--- src/rtl/lfsr_share_arb_pkg.sv ---
// Shared definitions for the LFSR random-source arbiter.
//   LFSR_W / RAND_W : LFSR state width and width of the byte handed out per grant
//   LFSR_TAPS       : Galois feedback mask applied when the shifted-out bit is 1
//   state_t         : WARM (stepping, no grants) / RUN (arbitrating)
//   lfsr_step()     : one right-shift Galois step
package lfsr_share_arb_pkg;
  localparam int LFSR_W = 16;
  localparam int RAND_W = 8;
  localparam logic [LFSR_W-1:0] LFSR_TAPS = 16'hB400;

  typedef enum logic {WARM = 1'b0, RUN = 1'b1} state_t;

  function automatic logic [LFSR_W-1:0] lfsr_step(input logic [LFSR_W-1:0] s);
    return s[0] ? ((s >> 1) ^ LFSR_TAPS) : (s >> 1);
  endfunction
endpackage

--- src/rtl/lfsr16_galois.sv ---
// 16-bit Galois LFSR register.
//   clk, rst (async, active-low -> SEED_DEFAULT)
//   load/seed_in : load a new seed; a zero seed is replaced by SEED_DEFAULT so
//                  the register can never enter the all-zero lock-up state
//   step         : advance one Galois step (load has priority)
//   q            : current LFSR state
module lfsr16_galois
  import lfsr_share_arb_pkg::*;
#(
  parameter logic [LFSR_W-1:0] SEED_DEFAULT = 16'hACE1
) (
  input  logic              clk,
  input  logic              rst,
  input  logic              load,
  input  logic [LFSR_W-1:0] seed_in,
  input  logic              step,
  output logic [LFSR_W-1:0] q
);
  always_ff @(posedge clk or negedge rst) begin
    if (!rst)         q <= SEED_DEFAULT;
    else if (load)    q <= (seed_in == '0) ? SEED_DEFAULT : seed_in;
    else if (step)    q <= lfsr_step(q);
  end
endmodule

--- src/rtl/lfsr_share_arb.sv ---
// Round-robin arbiter sharing one 16-bit Galois LFSR among NUM_REQ requesters.
// Owns seeding and stepping of the source: default seed at reset, runtime
// reseed, WARMUP_CYC warm-up steps, then exactly one step per granted byte.
//   clk, rst       : clock, async active-low reset
//   req            : level requests, held until granted
//   seed_load      : one-cycle pulse, loads seed_in (zero -> SEED_DEFAULT)
//   gnt            : registered one-hot grant pulse
//   rand_out       : random byte, valid with rand_valid; holds otherwise
//   rand_valid     : high exactly when gnt is nonzero
//   busy           : high while warming up
//   grant_cnt      : per-requester 8-bit saturating grant counters, only when
//                    LFSR_SHARE_ARB_STATS_EN is defined
module lfsr_share_arb
  import lfsr_share_arb_pkg::*;
#(
  parameter int                NUM_REQ      = 4,
  parameter int                WARMUP_CYC   = 4,
  parameter logic [LFSR_W-1:0] SEED_DEFAULT = 16'hACE1
) (
  input  logic               clk,
  input  logic               rst,
  input  logic [NUM_REQ-1:0] req,
  input  logic               seed_load,
  input  logic [LFSR_W-1:0]  seed_in,
  output logic [NUM_REQ-1:0] gnt,
  output logic [RAND_W-1:0]  rand_out,
  output logic               rand_valid,
  output logic               busy
`ifdef LFSR_SHARE_ARB_STATS_EN
  ,
  output logic [NUM_REQ*8-1:0] grant_cnt
`endif
);
  localparam int PTR_W = $clog2(NUM_REQ);
  localparam int CNT_W = $clog2(WARMUP_CYC + 1);

  state_t             state;
  logic [CNT_W-1:0]   warm_cnt;
  logic [PTR_W-1:0]   last;
  logic [LFSR_W-1:0]  lfsr;
  logic [NUM_REQ-1:0] elig, win_oh;
  logic [PTR_W-1:0]   win_idx;
  logic               win_vld;
  logic               arb_fire, lfsr_step_en;
  int                 idx;

  // Only the low byte is handed out; the upper bits just feed the LFSR.
  logic lfsr_hi_unused;
  assign lfsr_hi_unused = ^lfsr[LFSR_W-1:RAND_W];

  // Masking the current grant makes a held request yield for one cycle,
  // which also gives the requester time to drop req after its grant.
  // Loop runs farthest-first so the last write is the nearest to last+1.
  always_comb begin
    elig    = req & ~gnt;
    win_vld = 1'b0;
    win_idx = '0;
    win_oh  = '0;
    idx     = 0;
    for (int k = NUM_REQ; k >= 1; k--) begin
      idx = int'(last) + k;
      if (idx >= NUM_REQ) idx = idx - NUM_REQ;
      if (elig[idx]) begin
        win_vld     = 1'b1;
        win_idx     = PTR_W'(idx);
        win_oh      = '0;
        win_oh[idx] = 1'b1;
      end
    end
  end

  // seed_load overrides any arbitration on the same edge.
  assign arb_fire     = (state == RUN) && win_vld && !seed_load;
  assign lfsr_step_en = ((state == WARM) && !seed_load) || arb_fire;
  assign busy         = (state == WARM);

  lfsr16_galois #(.SEED_DEFAULT(SEED_DEFAULT)) u_lfsr (
    .clk     (clk),
    .rst     (rst),
    .load    (seed_load),
    .seed_in (seed_in),
    .step    (lfsr_step_en),
    .q       (lfsr)
  );

  always_ff @(posedge clk or negedge rst) begin
    if (!rst) begin
      state      <= WARM;
      warm_cnt   <= '0;
      last       <= PTR_W'(NUM_REQ - 1);
      gnt        <= '0;
      rand_valid <= 1'b0;
      rand_out   <= '0;
    end else if (seed_load) begin
      state      <= WARM;
      warm_cnt   <= '0;
      gnt        <= '0;
      rand_valid <= 1'b0;
    end else if (state == WARM) begin
      gnt        <= '0;
      rand_valid <= 1'b0;
      if (warm_cnt == CNT_W'(WARMUP_CYC - 1)) begin
        state    <= RUN;
        warm_cnt <= '0;
      end else begin
        warm_cnt <= warm_cnt + 1'b1;
      end
    end else begin
      gnt        <= win_oh;
      rand_valid <= win_vld;
      if (win_vld) begin
        rand_out <= lfsr[RAND_W-1:0];  // pre-step value
        last     <= win_idx;
      end
    end
  end

`ifdef LFSR_SHARE_ARB_STATS_EN
  logic [NUM_REQ-1:0][7:0] cnt;

  always_ff @(posedge clk or negedge rst) begin
    if (!rst) begin
      cnt <= '0;
    end else if (seed_load) begin
      cnt <= '0;
    end else if (arb_fire) begin
      for (int i = 0; i < NUM_REQ; i++)
        if (win_oh[i] && cnt[i] != 8'hFF) cnt[i] <= cnt[i] + 8'd1;
    end
  end

  assign grant_cnt = cnt;
`endif
endmodule

--- config.mk ---
export PLATFORM = sky130hd
export DESIGN_NAME = lfsr_share_arb
export DESIGN_NICKNAME = d
export VERILOG_FILES = /design/src/rtl/lfsr_share_arb_pkg.sv /design/src/rtl/lfsr16_galois.sv /design/src/rtl/lfsr_share_arb.sv
export SDC_FILE = /design/constraint.sdc
export NUM_CORES = 1
export LEC_CHECK = 0
export ABC_AREA = 1
export BUFFER_PORTS_ARGS = -buffer_cell sky130_fd_sc_hd__buf_4
export CORE_ASPECT_RATIO = 0.8
export CORE_MARGIN = 5
export CORE_UTILIZATION = 40
export CTS_CLUSTER_DIAMETER = 120
export CTS_CLUSTER_SIZE = 14
export DETAILED_ROUTE_END_ITERATION = 10
export PLACE_DENSITY = 0.6
export SLEW_MARGIN = 20
export SYNTH_ARGS = -nofsm -noshare
export SYNTH_HDL_FRONTEND = slang
export SYNTH_SLANG_ARGS = --single-unit
--- constraint.sdc ---
create_clock -name clk -period 2.3 [get_ports clk]
set_input_delay 0.46 -clock clk [delete_from_list [all_inputs] [get_ports clk]]
set_output_delay 0.46 -clock clk [all_outputs]
set_load 0.01 [all_outputs]
-- After elaboration in Yosys (flattened, before gate mapping)
Index checks and enable logic that the tools add are counted.
- flip-flop bits (word level): 35
- input port bits: 23
- output and inout bits: 14
- word-level logic and storage cells: 97
- add/subtract/negate cells: 9
- order comparisons: 12
- equal/unequal tests: 2
- multiplexer cells: 50
- bitwise operators: 5
- reductions and logical operators: 12
- operators by type and width (kind ; number):
    $ge 32x1->1 const B ; 4
    $lt 32x4->1 const B ; 4
    $mux 32 ; 4
    $mux 16 ; 4
    $mux 4 ; 6
    $mux 1 ; 21
    $logic_not 16->1 ; 1
    $sub 3x3->4 const B ; 3
    $ge 3x3->1 const B ; 3
    $mux 3 ; 3
    $bmux 1 s2 ; 4
    $demux 1 s2 ; 4
    $mux 2 ; 4
    $logic_and 1x1->1 ; 7
    $add 2x2->3 const B ; 2
    $sub 4x3->5 const B ; 1
    $add 2x3->4 const B ; 1
    $and 4x4->4 ; 1
    $ge 4x3->1 const B ; 1
    $not 3->4 ; 1
    $not 4->4 ; 1
    $add 2x1->3 const B ; 1
    $add 3x1->3 const B ; 1
    $eq 3x2->1 const B ; 1
    other kinds (6) ; 7

-- Depth between registers and ports, before layout
- depth in word-level cells: 15
- gate-level depth with buffers: 11
- depth with buffers taken out: 11

-- Hierarchy
Synthesis repeated with hierarchy kept, for this count alone.
- cells, all modules: 284
- area, all modules: 2044.5 µm²
- modules (own cells, without submodules) (module ; instances ; cells each ; area each (µm²) ; seq. area each (µm²)):
    lfsr_share_arb ; 1 ; 157 ; 1162.4 ; 478.0
    lfsr16_galois ; 1 ; 127 ; 882.1 ; 410.4

-- Worst setup path before layout
No wires, ideal clock.
- kind: reg-to-reg
- start point: register last[0]
- end point: register gnt[0]
- library setup time: 117 ps
- data arrival time: 1576 ps
- data required time: 2183 ps
- setup slack: 607 ps
- cell stages (with the launch flop): 10
- path buffers: 0
- clock period less this slack: 1693 ps
- path through: dfstp_2 -> inv_2 -> ha_1 -> inv_1 -> nand2_2 -> nand2_4 -> nor2_4 -> o21ai_1 -> nor2_1 -> nor2_1
- longest elaborated chain between the ends: 13
- elaborated cells on any way between the ends: 54
- classes of those cells: add/sub (8); order compare (12); mux (30); reduce/logical (4)
- RTL lines (element ; RTL line ; source):
    start: declaration ; lfsr_share_arb.sv:39 ; logic [PTR_W-1:0] last;
    start signal: assignment ; lfsr_share_arb.sv:90 ; last <= PTR_W'(NUM_REQ - 1);
    start signal: assignment ; lfsr_share_arb.sv:113 ; last <= win_idx;
    $add 2x3->4 ; lfsr_share_arb.sv:61 ; idx = int'(last) + k;
    $sub 4x3->5 / $ge 4x3->1 (equally long branches) ; lfsr_share_arb.sv:62 ; if (idx >= NUM_REQ) idx = idx - NUM_REQ;
    $mux 32 ; lfsr_share_arb.sv:62 ;
    $ge 32x1->1 (implied by the code) / $lt 32x4->1 (equally long branches) ; lfsr_share_arb.sv:67 ; win_oh[idx] = 1'b1;
    $logic_and 1x1->1 (implied by the code) ; lfsr_share_arb.sv:67 ;
    $mux 1 (implied by the code) ; lfsr_share_arb.sv:67 ;
    $demux 1 s2 ; lfsr_share_arb.sv:67 ;
    $mux 4 (3 in a row) ; lfsr_share_arb.sv:63 ; if (elig[idx]) begin
    $mux 4 * ; lfsr_share_arb.sv:63 ;
    $mux 4 * ; lfsr_share_arb.sv:99 ; end else if (state == WARM) begin
    $mux 4 * ; lfsr_share_arb.sv:94 ; end else if (seed_load) begin
    end signal: assignment ; lfsr_share_arb.sv:109 ; gnt <= win_oh;
    end: declaration ; lfsr_share_arb.sv:25 ; output logic [NUM_REQ-1:0] gnt,
Mark *: on every way between the ends. The rest lies on a longest branch, timed or not. The select of a mux whose other input is x is not followed.
A chain may end at the register's enable or synchronous reset.

-- Final worst setup path
Ends and elaborated chain as after synthesis.

==> impl_metrics.json <==
{
  "routed-via-count": 1715,
  "ios": 37,
  "clock_pin_slew_of_the_registers_on_the_worst_case_setup_and_hold_paths_ps": 70,
  "die_area_um2": 6990,
  "floorplan.die.width_um": 92.2,
  "most_prevalent_standard_cell_on_the_critical_path": "sky130_fd_sc_hd__nor2_1",
  "p_sw_share_pct": 42.9,
  "route.detailed.vias_per_inst": 4.74,
  "synthesis.area_um2": 2160,
  "nets": 325,
  "cts_htree_levels": 2,
  "grt_first_pass_wirelength_mm": 8.05,
  "remaining_drc_errors": 0,
  "ctsLongestPathBuffers": 2,
  "crit_required_ps": 2470,
  "route.detailed.wl_per_inst_um": 12.8,
  "ys_seq_elements": 35,
  "slew_headroom_pct": 69.3,
  "place_ws_ps": 400,
  "synthDistinctLibCells": 30,
  "power.net_switching_mw": 1.11,
  "synth_sequential_area_ratio_pct": 41.1,
  "crit_path_cell_trace": "inv_2, ha_1, inv_1, nand2_2, nand2_4, nor2_4, o21ai_1, nor2_1, nor2_1",
  "clock.fmax_ghz": 0.524,
  "mappedNetlistNets": 288,
  "grt_use_total_pct": 14.6,
  "synthTopCellsByArea": "sky130_fd_sc_hd__dfrtp_1 29%, sky130_fd_sc_hd__dfstp_2 12%, sky130_fd_sc_hd__nand2_1 8.8%, sky130_fd_sc_hd__nor2_1 5.7%, sky130_fd_sc_hd__inv_1 5.4%",
  "initial_core_util_pct": 40.5,
  "ff2ff_path_depth": 9,
  "leakagePower_nw": 1.24,
  "syn2layout_area_growth_pct": 17.9,
  "cts_buffers": 5,
  "dr.pass1.iters": 4,
  "peak_supply_drop_v": 0.000309,
  "most-common-layout-cells": "51 x sky130_fd_sc_hd__nand2_1, 37 x sky130_fd_sc_hd__buf_4, 33 x sky130_fd_sc_hd__nor2_1, 31 x sky130_fd_sc_hd__inv_1, 25 x sky130_fd_sc_hd__dfrtp_1",
  "final_critical_path_setup_slack_ps": 392,
  "slew_worst_pin_ps": 460,
  "port_buffers": 36,
  "place_congestion": 0.854,
  "die_h_um": 75.8,
  "rrSetupSlack_ps": 390,
  "number_of_standard_cells_after_synthesis": 260,
  "clkPwrFrac_pct": 17.5,
  "worstHoldPathType": "primary input to async pin",
  "outcome": "completed",
  "finClkSkew_ps": 7.42,
  "route.antenna.remaining_nets": 0,
  "tcrit_tclk_final_pct": 83.0,
  "yosysWarnings": 0,
  "final_common_cell": "sky130_fd_sc_hd__nand2_1",
  "finalHoldViolations": 0,
  "post-synth-top-area-fraction_pct": 28.9,
  "arrival_ps": 2080,
  "final.min_clock_period_ps": 1910,
  "worstReg2RegStart": "last[0]",
  "core_region_area_um2": 5350,
  "timing.critical_path.from_type": "flop",
  "number_of_global_route_vias_before_repair": 1674,
  "antenna-diode-count": 0,
  "setup.worst_path.class": "flop to flop",
  "overall_routed_net_length_mm": 4.62,
  "report.final.slew_viol_count": 0,
  "critPathMaxStageDelay_ps": 620,
  "initial_antenna_violation_count": 0,
  "clk-insertion-delay-late_ps": 290,
  "cp_max_fo": 9,
  "tns_ps": 0,
  "cp-end-kind": "flop",
  "critPathSlowestCell": "sky130_fd_sc_hd__dfstp_2",
  "clock-root-buffer": "sky130_fd_sc_hd__clkbuf_8",
  "post-cts-setup-buffer-count": 0,
  "post_cts_resized": 0,
  "cts_tree": "done",
  "placementRows": 24,
  "grt_setup_unrepaired": "no",
  "final_layout_size_suffix_gt1_share_pct": 35.7,
  "setup_viol": 0,
  "grt_max_degree": 36,
  "share_comb_of_total_power_pct": 49.2,
  "worst_r2r_endpoint": "gnt[0]",
  "synth_area_leader_cell": "sky130_fd_sc_hd__dfrtp_1",
  "synth_area_per_cell_um2": 8.32,
  "power_frac_seq_pct": 33.3,
  "hold_buffers": 0,
  "final_hpwl_from_detailed_placement_mm": 3.53,
  "p_int_mw": 1.48,
  "maxCapViolations": 0,
  "drt-initial-drc-count": 97,
  "cellPowerDensity_nw_per_um2": 1020,
  "globalRouteOverflowTotal": 0,
  "tritoncts_num_sinks": 35
}
## Yosys cell counts (all sizes together)
cell type  instances
a211oi             2
a21boi             1
a21oi              2
a31oi              2
a32o               1
buf                4
clkbuf             3
dfrtp             25
dfstp             10
ha                 5
inv               36
nand2             62
nand3             25
nor2              41
o21ai             31
o22ai              8
o31ai              1
xor2               1
## final cells by class
class	instances	area (um2)
Multi-Input combinational cell	182	1080
Timing Repair Buffer	37	278
Clock buffer	6	82.6
Tap cell	65	81.3
Fill cell	553	2800
Sequential cell	35	888
Inverter	36	138
Clock inverter	1	5.00
## logic make-up after synthesis
logic type	after synthesis	share of synthesized area [%]
and+or+nand+nor	128	28.1
AOI/OAI and AO/OA	48	18.4
buffers and inverters	43	9.14
DFF	35	41.1
adders and majority gates	5	2.89
xor gates and xnor gates	1	0.405
## stage by stage
step / utilization, % / hold WS, ps / cell area (um2) / power [mW] / cells
finish: 47.7 / 116 / 2550 / 2.59 / 362
detailed placement: 46.1 / 445 / 2460 / 2.14 / 355
CTS: 47.7 / 134 / 2550 / 2.61 / 362
global route: 47.7 / 143 / 2550 / 2.82 / 362
global placement: 46.1 / 446 / 2460 / 2.14 / 355
floorplan: - / 164 / 2160 / 1.80 / 260
## power by group through the flow
stage	Clock, mW	Combinational, mW	Sequential, mW
floorplan	0	0.908	0.891
global placement	0	1.27	0.869
detailed placement	0	1.27	0.873
CTS	0.467	1.28	0.864
global route	0.499	1.44	0.884
finish	0.453	1.27	0.862
## worst max-delay path: cells and delay by family (launching register included)
family / cells / cell delay (ps)
DFF: 1 / 620
and+or+nand+nor: 5 / 540
AOI/OAI and AO/OA: 1 / 90
buffers and inverters: 2 / 190
adders and majority gates: 1 / 360
## flip-flops by register name, summed over array words and instances, names as in the netlist
register    count
gnt             4
last            2
rand_out        8
rand_valid      1
state           1
u_lfsr.q       16
warm_cnt        3
## worst max path at each step
stage,start,end,slack [ps],depth (start not counted)
floorplan,last[0],gnt[0],610,9
global placement,last[0],u_lfsr.q[11],420,7
detailed placement,last[0],gnt[0],400,9
CTS,last[0],gnt[0],380,9
global route,last[0],last[0],220,10
finish,last[0],gnt[0],390,9
## per-layer routing
metal | GRT usage (%) | share of wire (%) | routed length (um) | vias up
li1 | - | - | - | 908
met1 | 20.8 | 54 | 2480 | 778
met2 | 22.5 | 42 | 1940 | 21
met3 | 2.96 | 2.9 | 135 | 8
met4 | 4.45 | 1.4 | 66 | 0
met5 | 0 | 0 | 0 | -
(Power assumes the default switching activity.)
